$ cat src/rtl/xor_parity_acc.sv
// Streaming XOR/parity accumulator over valid/ready framed words.
// Build with XOR_ODD_PARITY_EN defined for odd parity on out_bit.
module xor_parity_acc #(
    parameter  int WIDTH   = 8,
    parameter  int MAX_LEN = 16,
    localparam int CW      = $clog2(MAX_LEN + 1)
) (
    input  logic             clk,
    input  logic             rst_n,
    input  logic             in_valid,
    output logic             in_ready,
    input  logic [WIDTH-1:0] in_data,
    input  logic             in_last,
    output logic             out_valid,
    input  logic             out_ready,
    output logic [WIDTH-1:0] out_word,
    output logic             out_bit,
    output logic [CW-1:0]    out_count,
    output logic             out_ovf
);

    typedef enum logic [1:0] {
        IDLE,
        ACC,
        DONE
    } state_t;

    state_t           state_q;
    logic [WIDTH-1:0] acc_q;
    logic [WIDTH-1:0] acc_d;
    logic [CW-1:0]    cnt_q;
    logic [CW-1:0]    cnt_d;
    logic             out_valid_q;
    logic             in_ready_q;
    logic             ovf_q;
    logic [WIDTH-1:0] par_c;
    logic             par_bit;
    logic             beat_ok;
    logic             at_limit;

    assign beat_ok  = in_valid && in_ready_q;
    assign cnt_d    = cnt_q + CW'(1);
    assign at_limit = (cnt_d == CW'(MAX_LEN));

    genvar i;
    generate
        for (i = 0; i < WIDTH; i++) begin : g_xor
            xor u_x (acc_d[i], acc_q[i], in_data[i]);
        end
        assign par_c[0] = acc_q[0];
        for (i = 1; i < WIDTH; i++) begin : g_red
            xor u_r (par_c[i], par_c[i-1], acc_q[i]);
        end
    endgenerate

`ifdef XOR_ODD_PARITY_EN
    not u_inv (par_bit, par_c[WIDTH-1]);
`else
    assign par_bit = par_c[WIDTH-1];
`endif

    always_ff @(posedge clk or negedge rst_n) begin
        if (!rst_n) begin
            state_q     <= IDLE;
            acc_q       <= '0;
            cnt_q       <= '0;
            out_valid_q <= 1'b0;
            in_ready_q  <= 1'b0;
            ovf_q       <= 1'b0;
        end else begin
            in_ready_q <= 1'b1;
            unique case (state_q)
                IDLE: begin
                    if (beat_ok) begin
                        acc_q <= in_data;
                        cnt_q <= CW'(1);
                        if (in_last || MAX_LEN == 1) begin
                            state_q     <= DONE;
                            out_valid_q <= 1'b1;
                            in_ready_q  <= 1'b0;
                            ovf_q       <= !in_last;
                        end else begin
                            state_q <= ACC;
                        end
                    end
                end
                ACC: begin
                    if (beat_ok) begin
                        acc_q <= acc_d;
                        cnt_q <= cnt_d;
                        if (in_last || at_limit) begin
                            state_q     <= DONE;
                            out_valid_q <= 1'b1;
                            in_ready_q  <= 1'b0;
                            ovf_q       <= !in_last;
                        end
                    end
                end
                DONE: begin
                    if (out_ready) begin
                        state_q     <= IDLE;
                        out_valid_q <= 1'b0;
                        acc_q       <= '0;
                        cnt_q       <= '0;
                        ovf_q       <= 1'b0;
                    end else begin
                        in_ready_q <= 1'b0;
                    end
                end
                default: begin
                    state_q <= IDLE;
                end
            endcase
        end
    end

    // Result fields are masked so they read zero outside the hold state.
    assign in_ready  = in_ready_q;
    assign out_valid = out_valid_q;
    assign out_word  = acc_q & {WIDTH{out_valid_q}};
    assign out_bit   = par_bit & out_valid_q;
    assign out_count = cnt_q & {CW{out_valid_q}};
    assign out_ovf   = ovf_q;

endmodule
$ cat config.mk
export PLATFORM = sky130hd
export DESIGN_NAME = xor_parity_acc
export DESIGN_NICKNAME = d
export VERILOG_FILES = /design/src/rtl/xor_parity_acc.sv
export SDC_FILE = /design/constraint.sdc
export NUM_CORES = 1
export LEC_CHECK = 0
export CORE_ASPECT_RATIO = 0.6
export CORE_MARGIN = 5
export CORE_UTILIZATION = 44
export DETAILED_ROUTE_END_ITERATION = 12
export PLACE_DENSITY = 0.87
export REMOVE_ABC_BUFFERS = 1
export SKIP_LAST_GASP = 1
export SLEW_MARGIN = 20
export SYNTH_ARGS = -nofsm -noshare
export SYNTH_HDL_FRONTEND = slang
export SYNTH_SLANG_ARGS = --single-unit
$ cat constraint.sdc
create_clock -name clk -period 2 [get_ports clk]
set_input_delay 0.3 -clock clk [delete_from_list [all_inputs] [get_ports clk]]
set_output_delay 0.3 -clock clk [all_outputs]
set_load 0.02 [all_outputs]
==> metrics.md, run 1 <==
| Metric | Value |
|---|---|
| Syn Inst Count | `around 150` |
| Reg power frac | `0.232` |
| Fin cells | `230` |
| Setup TNS | `0 ns` |
| Clock latency at the later pin of the worst-skew pair | `around 0.26 ns` |
| Top Metal Used | `met4` |
| Via density | `5.900` |
| Detailed Routing Iterations Pass 1 | `4` |
| Reg clk slew, reported paths | `~0.08 ns` |
| N_diodes | `0` |
| Wire per inst | `between 15 and 20 µm` |
| EDFF count, synth | `0` |
| Worst Max-Slew Pin Slew | `between 0.4 and 0.5 ns` |
| Final setup fails | `0` |
| HP Class | `in -> async` |
| WHS | `between 0.3 and 0.4 ns` |
| Worst setup path start | `state_q[0]$_DFFE_PN0P_` |
| Die Y | `about 52 µm` |
| Combinational power share | `0.669` |
| YS warnings | `0` |
| CP max FO | `3` |
| CP Class | `reg -> reg` |
| FP Rows | `15` |
| Leakage | `0.7675 nW` |
| Worst r2r path cells | `7` |
| Element type at the critical path start | `register` |
| Die span in x | `just under 80 µm` |
| Synthesized flop and latch total | `18` |
| Layout area overhead | `42.36%` |
| Core ar. | `2815 µm²` |
| Post-route ant nets | `0` |
| Yosys top cell area share | `0.3547` |
| Area contributors post-synth | `dfrtp_1 (35%), and2_1 (7.9%), o21ai_0 (5.5%), nand2_1 (5.0%), ha_1 (4.9%)` |
| Share of async-settable or async-resettable flops after synthesis | `1.000` |
| Top-Level Pins | `30` |
| Fin crit share | `0.9833` |
| Overall Global Routing Usage | `0.1862` |
| Area of the mapped netlist | `between 1000 and 1500 µm²` |
| RSZ-0062 raised after global routing | `yes` |
| WL final | `3746 µm` |
| Dpl hpwl | `between 2000 and 3000 µm` |
| Hold Fails Final Rpt | `0` |
| Netlist cell types | `32` |
| Starting Density | `0.4511` |
| Vias in the first global route | `about 1,300` |
| Root Buffer | `clkbuf_8` |
| Antenna violations before repair | `0` |
| WL met2 | `1865 µm` |
| Max Cap Viol | `0` |
| I/O Buffers | `29` |
| DRC errors left | `0` |
| Grt ovf | `0` |
| DRT iter0 DRCs | `roughly 130` |
| VDD IR-drop max | `0.9257 mV` |
| CP arrival | `2.17 ns` |
| Commonest non-fill, non-tap cell in the layout | `clkdlybuf4s50_1` |
| Largest net degree at the start of global routing | `19` |
| Clock skew | `around 0.0038 ns` |
| Most frequent cells in the layout | `clkdlybuf4s50_1 (28), nand2_1 (17), dfrtp_1 (17)` |
| Design area | `about 1800 µm²` |
| FMAX | `508.5 MHz` |
| Share of cells above drive strength 1 | `0.1684` |
| Psw | `1.409 mW` |
| Sink Count | `18` |
| Total vias in the final route | `around 1,400` |
| H-tree levels | `1` |
| Clock share of power | `0.099` |
| Routability cong. | `0.8069` |
| R2r setup slk | `~0.033 ns` |
| Slew headroom | `0.7036` |
| Avg Cell Area, Syn | `between 8 and 9 µm²` |
| CTS Buf Count | `3` |
| Clock buffer depth | `2` |
| WL met1 | `roughly 1500 µm` |
| Setup crit end kind | `register` |
| Slew Viols, Final | `0` |
| Placed insts | `223` |
| Seq/Total Area, Yosys | `0.3547` |
| Final nets | `roughly 220` |
| Routed wl met3 | `around 330 µm` |
| Critical Path RT | `roughly 2.2 ns` |
| Switch share | `0.4541` |
| P_int | `roughly 1.7 mW` |
| CTS Hold Bufs | `0` |
| Post-Place Cell Area | `between 1500 and 2000 µm²` |
| Post-synth top area cell | `dfrtp_1` |
| Global-route wire length before repair | `6009 µm` |
| Status | `finished, final reports clean` |
| Cell Pwr Density | `1716 nW/µm²` |
| Min Clock Period, post-route | `approximately 2.0 ns` |
| R2r startpoint | `state_q[0]$_DFFE_PN0P_` |
| CTS tree | `done` |
| Main synth FF type | `dfrtp_1` |
| Full die area | `between 4000 and 5000 µm²` |
## repair_timing
| action | CTS | global route |
|---|---|---|
| setup endpoints to repair | 11 | 26 |
| pin swaps | 0 | 2 |
| setup buffers | 1 | 2 |
| gates resized for setup | 2 | 16 |
## cells in the mapped netlist, types with 2 or more instances
library cell   n
nor2_1        14
inv_1         11
dfrtp_1       18
and2_1        16
nand2_1       17
a22oi_1        8
mux2i_1        2
a21oi_1        4
nand3_1        3
o21ai_0       14
ha_1           5
a211o_1        2
nor2b_1        4
clkbuf_1       3
a31oi_1        8
xnor2_1        6
## power by group through the flow
stage          clock network (mW)  logic, mW  registers, mW
6_report                    0.307       2.08          0.719
5_1_grt                     0.327       2.26          0.743
4_1_cts                     0.312       1.94          0.697
3_5_place_dp                    0       1.92          0.705
3_3_place_gp                    0       1.84          0.686
2_1_floorplan                   0       1.17          0.688
## final timing paths
kind	end
min in group clk	out_ovf$_DFFE_PN0P_
setup reg to reg	cnt_q[2]$_DFFE_PN0P_
hold reg to reg	out_ovf$_DFFE_PN0P_
max in group asynchronous	out_valid$_DFFE_PN0P_
setup / recovery	cnt_q[2]$_DFFE_PN0P_
hold / removal	state_q[0]$_DFFE_PN0P_
## area by class of cell
type	instances	area, µm²
clock buffers	4	55.05
fillers	237	1007
inverters	11	41.29
multi-input cells	118	808.3
flip-flops and latches	18	451.7
well taps	34	42.54
repair buffers	45	409.1
## through the flow
step             util  worst slack [ns]  power (mW)
4_1_cts        0.6218         0.0007153       2.948
3_5_place_dp   0.5982           -0.2777       2.625
5_1_grt        0.6422          -0.03650       3.326
3_3_place_gp   0.5982          -0.07228       2.525
6_report       0.6422           0.03341       3.103
2_1_floorplan       -          -0.02583       1.855
## kinds of logic after synthesis
family                   synth area share
adder cells (fa/ha/maj)           0.04926
XOR/XNOR                          0.04828
buffers and inverters             0.04532
multiplexers                      0.02463
AO/OA/AOI/OAI                      0.2394
flip-flops                         0.3547
AND/OR/NAND/NOR                    0.2384
## flip-flops by register name, summed over array words and instances (netlist names)
| register | flops |
|---|---|
| out_valid | 1 |
| out_ovf | 1 |
| cnt_q | 5 |
| in_ready | 1 |
| acc_q | 8 |
| state_q | 2 |
## worst max-delay path: stages (launching register included)
cell	delay [ns]
dfrtp_1	0.40
inv_1	0.08
ha_1	0.22
nor2b_4	0.15
buf_4	0.14
or3_4	0.34
or4b_1	0.50
nand2_1	0.08
## routing by layer
metal / up-vias / GRT usage
li1: 624 / -
met1: 655 / 0.2197
met2: 74 / 0.3436
met3: 4 / 0.04671
met4: 0 / 0.04286
met5: - / 0
(Power assumes the default switching activity.)
==> inputs of run 2 (changes only) <==
--- a/config.mk
+++ b/config.mk
@@ -5,6 +5,7 @@
 export SDC_FILE = /design/constraint.sdc
 export NUM_CORES = 1
 export LEC_CHECK = 0
+export CAP_MARGIN = 30
 export CORE_ASPECT_RATIO = 0.6
 export CORE_MARGIN = 5
 export CORE_UTILIZATION = 44
==> results of run 2 <==
No change in the layout: final DEF, timing and power equal those of run 1.
==> inputs of run 3 (changes only) <==
--- a/config.mk
+++ b/config.mk
@@ -9,11 +9,11 @@
 export CORE_ASPECT_RATIO = 0.6
 export CORE_MARGIN = 5
 export CORE_UTILIZATION = 44
+export CTS_CLUSTER_SIZE = 8
 export DETAILED_ROUTE_END_ITERATION = 12
 export PLACE_DENSITY = 0.87
 export REMOVE_ABC_BUFFERS = 1
 export SKIP_LAST_GASP = 1
-export SLEW_MARGIN = 20
 export SYNTH_ARGS = -nofsm -noshare
 export SYNTH_HDL_FRONTEND = slang
 export SYNTH_SLANG_ARGS = --single-unit
==> results of run 3 <==
No change in the layout: final DEF, timing and power equal those of run 1.
